### config.mk
export PLATFORM = sky130hd
export DESIGN_NAME = vend_status_led_driver_flat
export DESIGN_NICKNAME = d
export VERILOG_FILES = /design/src/rtl/vm_pkg.sv /design/src/rtl/vend_status_led_driver_if.sv /design/src/rtl/vend_status_led_driver_rgb_pwm.sv /design/src/rtl/vend_status_led_driver.sv /design/src/flat_wrapper.sv
export SDC_FILE = /design/constraint.sdc
export NUM_CORES = 1
export LEC_CHECK = 0
export BUFFER_PORTS_ARGS = -buffer_cell sky130_fd_sc_hd__buf_2
export CORE_MARGIN = 5
export CORE_UTILIZATION = 54
export CTS_BUF_LIST = sky130_fd_sc_hd__clkbuf_8 sky130_fd_sc_hd__clkbuf_16
export DETAILED_ROUTE_END_ITERATION = 8
export GPL_TIMING_DRIVEN = 0
export PLACE_DENSITY = 0.75
export SYNTH_ARGS = -nofsm -noshare
export SYNTH_HDL_FRONTEND = slang
export SYNTH_SLANG_ARGS = --single-unit
### constraint.sdc
create_clock -name clk -period 3.9 [get_ports clk]
set_clock_uncertainty 0.2 [all_clocks]
set_input_delay 0.78 -clock clk [delete_from_list [all_inputs] [get_ports clk]]
set_output_delay 0.78 -clock clk [all_outputs]
set_load 0.01 [all_outputs]
### src/rtl/vm_pkg.sv
// vm_pkg: shared event codes, colour masks, blink counts and LED driver state encoding.
package vm_pkg;
    typedef enum logic [1:0] {ST_IDLE = 2'd0, ST_ON = 2'd1, ST_OFF = 2'd2} state_e;
    localparam logic [2:0] EV_NONE     = 3'd0;
    localparam logic [2:0] EV_DISPENSE = 3'd1;
    localparam logic [2:0] EV_CHANGE   = 3'd2;
    localparam logic [2:0] EV_REFUND   = 3'd3;
    localparam logic [2:0] EV_ERROR    = 3'd4;
    localparam logic [2:0] COL_R = 3'b100;
    localparam logic [2:0] COL_G = 3'b010;
    localparam logic [2:0] COL_B = 3'b001;
    localparam logic [2:0] N_DISPENSE = 3'd3;
    localparam logic [2:0] N_CHANGE   = 3'd2;
    localparam logic [2:0] N_REFUND   = 3'd2;
    localparam logic [2:0] N_ERROR    = 3'd4;
    // A zero blink count marks NONE and reserved codes as unplayable.
    function automatic logic [2:0] ev_blinks(input logic [2:0] c);
        return c == EV_DISPENSE ? N_DISPENSE : c == EV_CHANGE ? N_CHANGE :
               c == EV_REFUND ? N_REFUND : c == EV_ERROR ? N_ERROR : 3'd0;
    endfunction
    function automatic logic [2:0] ev_mask(input logic [2:0] c);
        return c == EV_DISPENSE ? COL_G : c == EV_CHANGE ? COL_B :
               c == EV_REFUND ? (COL_R | COL_G) : c == EV_ERROR ? COL_R : 3'b000;
    endfunction
endpackage

### src/rtl/vend_status_led_driver_if.sv
// vend_status_led_driver_if: valid/ready status event channel from the vending core.
interface vend_status_led_driver_if;
    logic       ev_valid;
    logic [2:0] ev_code;
    logic       ev_ready;
    modport master (output ev_valid, ev_code, input ev_ready);
    modport slave  (input ev_valid, ev_code, output ev_ready);
endinterface

### src/rtl/vend_status_led_driver_rgb_pwm.sv
// rgb_pwm: free-running PWM counter; pwm_on is the compare for the count the next cycle holds,
// so LED flops loaded from it line up with the counter value.
module rgb_pwm #(
    parameter int PWM_BITS = 8,
    parameter int DUTY     = 64
) (
    input  logic clk,
    input  logic rst,
    output logic pwm_on
);
    localparam logic [PWM_BITS-1:0] DUTY_V = PWM_BITS'(DUTY);
    logic [PWM_BITS-1:0] cnt_q, cnt_d;
    always_comb begin
        cnt_d  = cnt_q + PWM_BITS'(1);
        pwm_on = cnt_d < DUTY_V;
    end
    always_ff @(posedge clk or posedge rst) begin
        if (rst) cnt_q <= '0;
        else     cnt_q <= cnt_d;
    end
endmodule

### src/rtl/vend_status_led_driver.sv
// vend_status_led_driver: plays accepted status events as PWM-dimmed RGB blink patterns,
// with a one-deep pending slot and ERROR preemption.
module vend_status_led_driver
    import vm_pkg::*;
#(
    parameter int PWM_BITS   = 8,
    parameter int DUTY       = 64,
    parameter int BLINK_HALF = 12500000
) (
    input  logic                      clk,
    input  logic                      rst,
    vend_status_led_driver_if.slave   ev,
    output logic                      busy,
    output logic                      led_r,
    output logic                      led_g,
    output logic                      led_b
);
    localparam int PW = BLINK_HALF > 1 ? $clog2(BLINK_HALF) : 1;
    localparam logic [PW-1:0] PH_LAST = PW'(BLINK_HALF - 1);
    state_e          state_q, state_d;
    logic [PW-1:0]   phase_q, phase_d;
    logic [2:0]      blink_q, blink_d, code_q, code_d, pend_code_q, pend_code_d;
    logic [2:0]      led_q, led_d, start_code;
    logic            pend_valid_q, pend_valid_d, busy_q, busy_d;
    logic            pwm_on, take, last_phase, last_blink, pat_end, preempt, start, store;
    rgb_pwm #(.PWM_BITS(PWM_BITS), .DUTY(DUTY)) u_pwm (.clk(clk), .rst(rst), .pwm_on(pwm_on));
    assign ev.ev_ready = !pend_valid_q;
    always_comb begin
        take       = ev.ev_valid && !pend_valid_q && ev_blinks(ev.ev_code) != 3'd0;
        last_phase = phase_q == PH_LAST;
        last_blink = blink_q == ev_blinks(code_q) - 3'd1;
        pat_end    = state_q == ST_OFF && last_phase && last_blink;
        preempt    = take && state_q != ST_IDLE && ev.ev_code == EV_ERROR && code_q != EV_ERROR;
        // take implies an empty slot, so the pending code only starts on a natural pattern end
        start      = (take && (state_q == ST_IDLE || pat_end || preempt)) || (pat_end && pend_valid_q);
        store      = take && !start;
        start_code = pend_valid_q ? pend_code_q : ev.ev_code;
        state_d    = state_q;
        if (last_phase && state_q == ST_ON) state_d = ST_OFF;
        if (last_phase && state_q == ST_OFF) begin
            if (last_blink) state_d = ST_IDLE;
            else            state_d = ST_ON;
        end
        phase_d      = (state_q == ST_IDLE || last_phase) ? '0 : phase_q + PW'(1);
        blink_d      = (state_q == ST_OFF && last_phase) ? blink_q + 3'd1 : blink_q;
        code_d       = code_q;
        pend_valid_d = store || (pend_valid_q && !pat_end);
        pend_code_d  = store ? ev.ev_code : pend_code_q;
        if (start) begin
            state_d = ST_ON;
            phase_d = '0;
            blink_d = '0;
            code_d  = start_code;
        end
        busy_d = state_d != ST_IDLE;
        led_d  = (state_d == ST_ON && pwm_on) ? ev_mask(code_d) : 3'b000;
    end
    always_ff @(posedge clk or posedge rst) begin
        if (rst) begin
            state_q      <= ST_IDLE;
            phase_q      <= '0;
            blink_q      <= '0;
            code_q       <= EV_NONE;
            pend_valid_q <= 1'b0;
            pend_code_q  <= EV_NONE;
            busy_q       <= 1'b0;
            led_q        <= 3'b000;
        end else begin
            state_q      <= state_d;
            phase_q      <= phase_d;
            blink_q      <= blink_d;
            code_q       <= code_d;
            pend_valid_q <= pend_valid_d;
            pend_code_q  <= pend_code_d;
            busy_q       <= busy_d;
            led_q        <= led_d;
        end
    end
    assign busy  = busy_q;
    assign led_r = led_q[2];
    assign led_g = led_q[1];
    assign led_b = led_q[0];
endmodule
### src/flat_wrapper.sv
// flat-port wrapper written by rule: the top's interface ports become plain ports
module vend_status_led_driver_flat import vm_pkg::*;
#(
    parameter int PWM_BITS   = 8,
    parameter int DUTY       = 64,
    parameter int BLINK_HALF = 12500000
)
  (clk, rst, busy, led_r, led_g, led_b, ev_ev_valid, ev_ev_code, ev_ev_ready);
  vend_status_led_driver_if ev_i ();
  input  logic clk;
  input  logic rst;
  output logic busy;
  output logic led_r;
  output logic led_g;
  output logic led_b;
  input wire logic [$bits(ev_i.ev_valid)-1:0] ev_ev_valid;
  input wire logic [$bits(ev_i.ev_code)-1:0] ev_ev_code;
  output wire logic [$bits(ev_i.ev_ready)-1:0] ev_ev_ready;
  assign ev_i.ev_valid = ev_ev_valid;
  assign ev_i.ev_code = ev_ev_code;
  assign ev_ev_ready = ev_i.ev_ready;
  vend_status_led_driver #(.PWM_BITS(PWM_BITS), .DUTY(DUTY), .BLINK_HALF(BLINK_HALF)) u_core (.clk(clk), .rst(rst), .ev(ev_i), .busy(busy), .led_r(led_r), .led_g(led_g), .led_b(led_b));
endmodule
==> flow_metrics.py, run 1 <==
metrics = {
    "sta": {
        "fin_crit_ns": 3.29,
        "grt_setup_unrepaired": "no",
        "setup_viol": 0,
        "final_max_slew_viol_count": 0,
        "max-slew-margin-rel_pct": 56.3,
        "worst_pin_slew_ns": 0.650,
        "timing.final.ws_setup_ns": 0.609,
        "max_freq_mhz": 304,
        "tns_ns": 0,
        "finalHoldViolCount": 0,
        "post-route-period-util_pct": 84.4,
    },
    "clock_tree": {
        "clk_pin_slew_ns": 0.08,
        "cts_tree": "done",
        "cts-resized-gates": 0,
        "insertion_delay_ns": 0.28,
        "postCtsHoldBufs": 0,
        "clock-root-buffer": "clkbuf_8",
        "cts.sinks": 48,
        "htree_levels": 2,
        "cts_made_buffers": 5,
        "cts_setup_buffers": 0,
        "clk_path_buf_depth": 2,
    },
    "synthesis": {
        "syn_area_sq_um": 2460,
        "ys_seq_elements": 48,
        "yosysWarningCount": 0,
        "synth_largest_area_cell": "dfrtp_1",
        "syn_area_per_cell_sq_um": 9.98,
        "synth_top_area_share_pct": 48.7,
        "syn_inst": 247,
        "ys.flop_type": "dfrtp_1",
        "syn-num-nets": 256,
        "synth-edff-count": 0,
        "synthTopCellsByArea": "dfrtp_1 (49%), xor2_1 (6.8%), nor2_1 (5.8%), nand2_1 (3.8%), xnor2_1 (3.6%)",
        "ys_types": 44,
        "synth-seq-area-share_pct": 48.7,
        "ys_async_sr_fraction_pct": 100,
    },
    "worst_setup_path": {
        "rrSetupSlack_ns": 0.61,
        "crit_path_start_kind": "flop",
        "worst-path-max-fanout": 7,
        "critical_path_class": "reg -> reg",
        "r2r-start": "u_core.phase_q[0]",
        "end_kind": "flop",
        "critPathArrivalTime_ns": 3.26,
        "cp_data_required_time_ns": 3.87,
        "r2r_end": "u_core.pend_code_q[0]",
        "worstRegToRegCells": 8,
    },
    "die": {
        "std_cell_rows": 24,
        "pin_count": 11,
        "die_w_um": 77.6,
        "dieArea_sq_um": 6020,
        "core_sq_um": 4380,
        "die_y_um": 77.6,
        "initial_utilization_pct": 56.2,
    },
    "layout": {
        "fillers": 389,
        "area_delta_synth_final_pct": 9.14,
        "layout.cells.most_common_list": "dfrtp_1 (48), nor2_1 (38), nand2_1 (25)",
        "final_common_cell": "dfrtp_1",
        "utilization_pct": 61.4,
        "stdcell_area_sq_um": 2690,
        "diodes": 0,
        "drive_gt1_share_pct": 13.9,
        "nets": 274,
    },
    "routing": {
        "postRouteAntennaNets": 0,
        "drt-total-wl_um": 4250,
        "first_pass_iters": 4,
        "drtIter0Drc": 75,
        "via_per_inst": 5.62,
        "drc": 0,
        "wire_per_inst_um": 13.4,
        "vias": 1786,
    },
    "power_and_ir_drop": {
        "leakage_nw": 1.12,
        "sw_frac_of_total_pct": 33.0,
        "intPower_mw": 0.908,
        "combPwrFrac_pct": 22.3,
        "total_power_mw": 1.36,
        "ir_worst_vdd_v": 0.000427,
        "pwr-share-clk_pct": 21.3,
        "power.switching_mw": 0.448,
        "power_density_nw_per_um2": 504,
        "seqPwrFrac_pct": 56.4,
    },
    "global_routing": {
        "grt_first_pass_wirelength_um": 7700,
        "grt_overflow": 0,
        "grt_pass1_vias": 1779,
        "track_usage_pct": 15.1,
        "grt_antenna_before_repair": 0,
        "grt_max_degree": 43,
    },
    "place": {
        "io_buffers": 10,
        "dpl_cell_area_sq_um": 2600,
        "place.gp.congestion": 0.795,
        "preCtsSetupSlack_ns": 0.611,
        "hpwl_um": 3050,
    },
    "run_status": {
        "status": "finished clean",
    },
    "min_path": {
        "worstHoldPathType": "in -> async",
    },
    "run": {
        "drv_cap": 0,
    },
}
-- critical path, cell delays in order (launching register included) --
cell,delay (ns)
dfrtp_1,0.39
ha_1,0.23
nand4_2,0.15
or4_4,0.52
or4_4,0.58
nor3b_4,0.36
a31o_4,0.26
or3_4,0.15
mux2_1,0.33
-- cell usage after synthesis, drive strengths merged, types with 4 or more instances --
library cell,n
or3,6
nor2,38
and3,4
a21oi,13
clkbuf,4
nand4,5
inv,7
dfrtp,48
nor3,5
nand2,25
mux2,7
nand3,15
xor2,19
xnor2,10
-- power groups by stage --
stage	Combinational [mW]	Clock [mW]	Sequential, mW
6_report	0.303	0.289	0.764
3_3_place_gp	0.289	0	0.764
5_1_grt	0.345	0.321	0.785
4_1_cts	0.306	0.301	0.761
2_1_floorplan	0.253	0	0.735
3_5_place_dp	0.304	0	0.767
-- cells by family (layout without fill, tap and decap cells) --
logic type,Yosys count,after routing,synth area share [%]
AND/OR/NAND/NOR,119,119,25.5
flip-flops,48,48,48.7
XOR/XNOR,29,29,10.3
AO/OA/AOI/OAI,25,25,6.75
buffers and inverters,13,32,2.74
multiplexers,10,10,4.42
adder cells (fa/ha/maj),3,3,1.52
-- layout make-up --
cell class	instances	area [sq um]	share of cell area [%]
sequential	48	1200	44.7
multi-input combinational	186	1200	44.5
clock buffer	6	82.6	3.07
timing repair buffer	11	70.1	2.60
tap	52	65.1	2.42
buffer	6	41.3	1.53
inverter	7	26.3	0.977
clock inverter	2	7.51	0.279
-- how the worst max path moves through the flow --
stage	startpoint	cells after the start	slack (ns)	to
global placement	u_core.phase_q[0]	8	0.65	u_core.pend_code_q[2]
CTS	u_core.phase_q[0]	8	0.60	u_core.pend_code_q[0]
detailed placement	u_core.phase_q[0]	8	0.61	u_core.pend_code_q[0]
global route	u_core.phase_q[0]	8	0.42	u_core.phase_q[11]
floorplan	u_core.phase_q[0]	8	0.81	u_core.pend_code_q[0]
finish	u_core.phase_q[0]	8	0.61	u_core.pend_code_q[0]
-- flip-flops by register name, indices dropped and copies added, names as in the netlist --
signal               count
u_core.blink_q           3
u_core.u_pwm.cnt_q       8
u_core.phase_q          24
u_core.busy              1
u_core.led_q             3
u_core.code_q            3
u_core.pend_valid_q      1
u_core.state_q           2
u_core.pend_code_q       3
-- per-layer routing --
layer | vias to the layer above | global-route usage, % | routed length (um)
met1 | 872 | 19.9 | 2070
met4 | 0 | 3.09 | 22
met2 | 25 | 25.6 | 2020
li1 | 887 | - | -
met5 | - | 0 | 0
met3 | 2 | 3.24 | 135
-- through the flow --
stage | cells | hold slack, ns
final | 318 | 0.177
after global routing | 318 | 0.172
after CTS | 318 | 0.173
after detailed placement | 310 | 0.270
after global placement | 309 | 0.260
after floorplan | 247 | 0.245
No activity file was read; power rests on OpenSTA's default activity.
==> inputs of run 2 (changes only) <==
PLACE_DENSITY = 0.78   (was 0.75)
clock period = 2.65 ns   (was 3.9 ns; I/O delays follow)
==> run 2 against run 1 <==
Effect of this change: the flow now finishes with violations (negative setup slack); sequential power up 47%; die area unchanged; via count is 3.4% higher; global-route usage increased by 1.9 points; routed wire length up 13%; critical endpoint is now u_core.pend_code_q[1]; largest cell class is now multi-input combinational cells.
==> flow_metrics.py, run 2 (synthesis results as in run 1) <==
metrics = {
    "place": {
        "io_buffers": 10,
        "hpwl_um": 3120,
        "place.gp.congestion": 0.774,
        "dpl_cell_area_sq_um": 2640,
    },
    "power_and_ir_drop": {
        "total_power_mw": 2.19,
        "power_density_nw_per_um2": 734,
        "ir_worst_vdd_v": 0.000652,
        "leakage_nw": 1.24,
    },
    "clock_tree": {
        "cts_tree": "done",
        "clk_path_buf_depth": 2,
        "clk_pin_slew_ns": 0.09,
        "insertion_delay_ns": 0.30,
        "clock-root-buffer": "clkbuf_8",
        "cts.sinks": 48,
        "htree_levels": 2,
        "cts_made_buffers": 5,
    },
    "worst_setup_path": {
        "slowest_delay_ns": 0.46,
        "worstRegToRegCells": 8,
        "crit_path_start_kind": "flop",
        "cp_data_required_time_ns": 2.64,
        "end_kind": "flop",
        "critPathArrivalTime_ns": 2.80,
        "worst-path-max-fanout": 4,
        "path_cells": "ha_4 -> nand4_4 -> or4_4 -> or4_4 -> nor3b_4 -> a31o_4 -> or3_4 -> mux2_4",
        "r2r_end": "u_core.pend_code_q[1]",
        "path_buf_inv": 0,
        "rrSetupSlack_ns": -0.16,
        "cp_slowest_cell": "or4_4",
        "crit_top_cell": "or4_4",
        "critical_path_class": "reg -> reg",
        "r2r-start": "u_core.phase_q[0]",
        "crit_family": "simple AND/OR/NAND/NOR gates",
    },
    "global_routing": {
        "grt_max_degree": 42,
        "grt_pass1_vias": 1930,
        "grt_first_pass_wirelength_um": 8510,
        "grt_antenna_before_repair": 0,
        "track_usage_pct": 17.0,
        "grt_overflow": 0,
    },
    "routing": {
        "vias": 1847,
        "drc": 0,
        "postRouteAntennaNets": 0,
        "wire_per_inst_um": 14.4,
        "drt-total-wl_um": 4810,
        "via_per_inst": 5.55,
        "first_pass_iters": 4,
        "drtIter0Drc": 92,
    },
    "die": {
        "dieArea_sq_um": 6020,
        "die_y_um": 77.6,
        "die_w_um": 77.6,
        "core_sq_um": 4380,
        "initial_utilization_pct": 56.2,
        "std_cell_rows": 24,
        "pin_count": 11,
    },
    "layout": {
        "diodes": 0,
        "largest_reg_flops": 24,
        "nets": 289,
        "stdcell_area_sq_um": 2980,
        "fillers": 336,
        "final_common_cell": "dfrtp_1",
        "regMostFlops": "u_core.phase_q",
        "top_regs": "u_core.phase_q: 24 flops, u_core.u_pwm.cnt_q: 8 flops",
        "area_delta_synth_final_pct": 21.0,
        "utilization_pct": 68.0,
        "layout.cells.most_common_list": "dfrtp_1 (48), nor2_1 (37), nand2_1 (23)",
        "drive_gt1_share_pct": 25.3,
    },
    "run_status": {
        "violations": "negative setup slack",
        "status": "complete, but fails checks",
    },
    "sta": {
        "post-route-period-util_pct": 106,
        "setup_viol": 11,
        "max_freq_mhz": 356,
        "timing.final.ws_setup_ns": -0.163,
        "grt_setup_unrepaired": "yes",
        "worst_pin_slew_ns": 0.538,
        "final_max_slew_viol_count": 0,
        "finalHoldViolCount": 0,
        "timing.hold.ws_ns": 0.274,
        "max-slew-margin-rel_pct": 63.9,
        "fin_crit_ns": 2.81,
    },
    "min_path": {
        "min_from": "u_core.u_pwm.cnt_q[4]",
        "worstHoldPathType": "reg -> reg",
        "hold_end": "u_core.u_pwm.cnt_q[4]",
        "hold_depth": 1,
    },
    "run": {
        "drv_cap": 0,
    },
}
-- run 2: layout make-up --
cell class	count	area, sq um	share of cell area [%]
multi-input cells	186	1310	43.9
plain buffers	5	42.5	1.43
flip-flops and latches	48	1200	40.3
well taps	52	65.1	2.18
inverters	7	26.3	0.881
clock inverters	3	42.5	1.43
clock buffers	5	68.8	2.31
repair buffers	27	225	7.55
-- run 2: worst max-delay path by stage --
stage | endpoint | startpoint | slack, ns | cells after the start
final | u_core.pend_code_q[1] | u_core.phase_q[0] | -0.16 | 8
after global routing | u_core.pend_code_q[0] | u_core.phase_q[1] | -0.25 | 8
after CTS | u_core.pend_code_q[1] | u_core.phase_q[1] | -0.10 | 8
after detailed placement | u_core.phase_q[20] | u_core.phase_q[0] | -0.38 | 8
after global placement | u_core.phase_q[3] | u_core.phase_q[0] | -0.38 | 8
after floorplan | u_core.pend_code_q[0] | u_core.phase_q[0] | -0.22 | 8
-- run 2: timing repair --
item | CTS | global route
pin swaps | 3 | 6
cloned | 1 | 0
buffers inserted | 11 | 4
resized for setup | 6 | 16
hold endpoints to repair | 7 | 0
hold buffers | 1 | 0
setup endpoints to repair | 34 | 34
-- run 2: where the power goes --
part | switching (mW) | total (mW) | internal, mW
combinational | 0.272 | 0.542 | 0.270
clock | 0.243 | 0.522 | 0.279
sequential | 0.215 | 1.12 | 0.909
-- run 2: worst register-to-register path: stages, from the launching register on --
cell     delay, ns
dfrtp_1       0.40
ha_4          0.17
nand4_4       0.09
or4_4         0.45
or4_4         0.46
nor3b_4       0.24
a31o_4        0.23
or3_4         0.16
mux2_4        0.30
-- run 2: per-stage QoR --
step | cells | setup WS, ns | setup TNS, ns
global route | 333 | -0.250 | -2.43
CTS | 331 | -0.103 | -0.696
finish | 333 | -0.163 | -1.11
floorplan | 247 | -0.224 | -0.967
global placement | 309 | -0.377 | -9.90
detailed placement | 310 | -0.385 | -10.55
-- run 2: metal layers --
layer | part of all wire (%) | GRT usage, % | vias to the layer above | wire [um]
met1 | 44 | 21.6 | 894 | 2120
met5 | 0 | 0 | - | 0
met3 | 3.4 | 3.47 | 9 | 165
met2 | 51 | 29.3 | 27 | 2440
li1 | - | - | 917 | -
met4 | 1.7 | 4.98 | 0 | 83
==> inputs of run 3 (changes only) <==
GPL_TIMING_DRIVEN = not set   (was 0)
SKIP_CTS_REPAIR_TIMING = 1   (was not set)
==> run 3 against run 2 <==
Effect of this change: critical path type unchanged; design area grew 0.92%; worst hold slack worse by 0.11 ns; setup slack gained 0.060 ns; utilization grew 0.63 points; final cell count rose by 2.4%; critical path depth rose by 1; the run still ends with negative setup slack left; non-clock buffer count is 8 higher.
==> flow_metrics.py, run 3 (synthesis results as in run 1) <==
metrics = {
    "run_status": {
        "status": "complete, but fails checks",
        "violations": "negative setup slack",
    },
    "die": {
        "die_y_um": 77.6,
        "pin_count": 11,
        "die_w_um": 77.6,
        "initial_utilization_pct": 56.2,
        "std_cell_rows": 24,
        "core_sq_um": 4380,
        "dieArea_sq_um": 6020,
    },
    "sta": {
        "grt_setup_unrepaired": "yes",
        "final_max_slew_viol_count": 0,
        "setup_viol": 8,
        "timing.final.ws_setup_ns": -0.103,
        "timing.hold.ws_ns": 0.166,
        "post-route-period-util_pct": 104,
        "worst_pin_slew_ns": 0.588,
        "fin_crit_ns": 2.75,
        "finalHoldViolCount": 0,
        "max_freq_mhz": 363,
        "max-slew-margin-rel_pct": 60.8,
    },
    "routing": {
        "highest_layer": "met4",
        "postRouteAntennaNets": 0,
        "drtIter0Drc": 137,
        "wl_met3_um": 158,
        "vias": 1901,
        "first_pass_iters": 4,
        "route.met2.wl_um": 2410,
        "via_per_inst": 5.57,
        "met1_length_um": 2180,
        "wire_per_inst_um": 14.1,
        "drc": 0,
        "drt-total-wl_um": 4810,
    },
    "layout": {
        "regMostFlops": "u_core.phase_q",
        "fillers": 335,
        "area_delta_synth_final_pct": 22.1,
        "layout.cells.most_common_list": "dfrtp_1 (48), nor2_1 (37), buf_4 (27)",
        "final-seq-area_sq_um": 1200,
        "diodes": 0,
        "top_regs": "u_core.phase_q: 24 flops, u_core.u_pwm.cnt_q: 8 flops",
        "drive_gt1_share_pct": 26.6,
        "nets": 297,
        "largest_reg_flops": 24,
        "final_common_cell": "dfrtp_1",
        "multi_input_area_sq_um": 1280,
    },
    "worst_setup_path": {
        "crit_path_start_kind": "flop",
        "critical_path_class": "reg -> reg",
        "cp_data_required_time_ns": 2.68,
        "worst-path-max-fanout": 5,
        "critPathArrivalTime_ns": 2.78,
        "end_kind": "flop",
    },
    "power_and_ir_drop": {
        "ir_worst_vdd_v": 0.000555,
        "power_density_nw_per_um2": 795,
        "leakage_nw": 1.28,
        "total_power_mw": 2.39,
    },
    "clock_tree": {
        "cts.sinks": 48,
        "htree_levels": 2,
        "insertion_delay_ns": 0.30,
        "clock-root-buffer": "clkbuf_8",
        "cts_tree": "done",
        "clk_path_buf_depth": 2,
        "cts_made_buffers": 5,
        "clk_pin_slew_ns": 0.09,
    },
    "global_routing": {
        "grt_pass1_vias": 1914,
        "grt_overflow": 0,
        "grt_antenna_before_repair": 0,
        "track_usage_pct": 17.5,
        "grt_max_degree": 49,
        "grt_first_pass_wirelength_um": 8670,
    },
    "place": {
        "hpwl_um": 3330,
        "io_buffers": 10,
        "place.gp.congestion": 0.864,
    },
    "min_path": {
        "worstHoldPathType": "in -> async",
    },
    "run": {
        "drv_cap": 0,
    },
}
run 3: cell count changes in the layout (fill, tap and decap cells not counted), moves of 2 or more:
cell and delta:
buf_4 +16, buf_12 -2, buf_6 -2, nand2_1 +2
nand2_2 -2
run 3: critical path: stages, from the launching register on:
cell	delay, ns
dfrtp_1	0.41
ha_4	0.18
nand4_4	0.10
or4_4	0.43
or4_4	0.45
nor3b_4	0.23
a31o_4	0.21
buf_12	0.11
o311ai_0	0.18
a21oi_2	0.18
run 3: per-layer routing:
metal	up-vias	GRT usage (%)
li1	932	-
met1	926	23.6
met2	36	28.5
met3	7	4.28
met4	0	4.81
met5	-	0
run 3: worst paths after layout:
check / start / to / slack [ns] / cells after the start
setup / recovery: u_core.phase_q[1] / u_core.led_q[2] / -0.10 / 9
hold / removal: rst / u_core.u_pwm.cnt_q[7] / 0.17 / 3
setup reg to reg: u_core.phase_q[1] / u_core.led_q[2] / -0.10 / 9
hold reg to reg: u_core.u_pwm.cnt_q[4] / u_core.u_pwm.cnt_q[4] / 0.29 / 1
max in group asynchronous: rst / u_core.phase_q[17] / 1.68 / 3
min in group clk: u_core.u_pwm.cnt_q[4] / u_core.u_pwm.cnt_q[4] / 0.29 / 1
run 3: report_power, final:
| part | leakage [nW] | internal (mW) | switching, mW |
|---|---|---|---|
| logic | 0.672 | 0.351 | 0.331 |
| clock network | 0.0687 | 0.380 | 0.252 |
| registers | 0.534 | 0.909 | 0.167 |
| total | 1.28 | 1.64 | 0.751 |
run 3: per-stage QoR:
| step | worst slack (ns) | area [sq um] | setup TNS, ns | cells | util (%) |
|---|---|---|---|---|---|
| after floorplan | -0.224 | 2510 | -0.967 | 247 | - |
| after global placement | -0.0534 | 2820 | -0.245 | 333 | 64.3 |
| after detailed placement | -0.110 | 2820 | -0.692 | 333 | 64.3 |
| after CTS | -0.125 | 2960 | -0.938 | 341 | 67.4 |
| after global routing | -0.234 | 3010 | -1.62 | 341 | 68.6 |
| final | -0.103 | 3010 | -0.671 | 341 | 68.6 |
run 3: area by class of cell:
class	count	area share [%]
Clock buffer	5	2.29
Clock inverter	3	2.29
Inverter	7	0.873
Multi-Input combinational cell	186	42.5
Sequential cell	48	39.9
Tap cell	52	2.16
Timing Repair Buffer	40	9.94
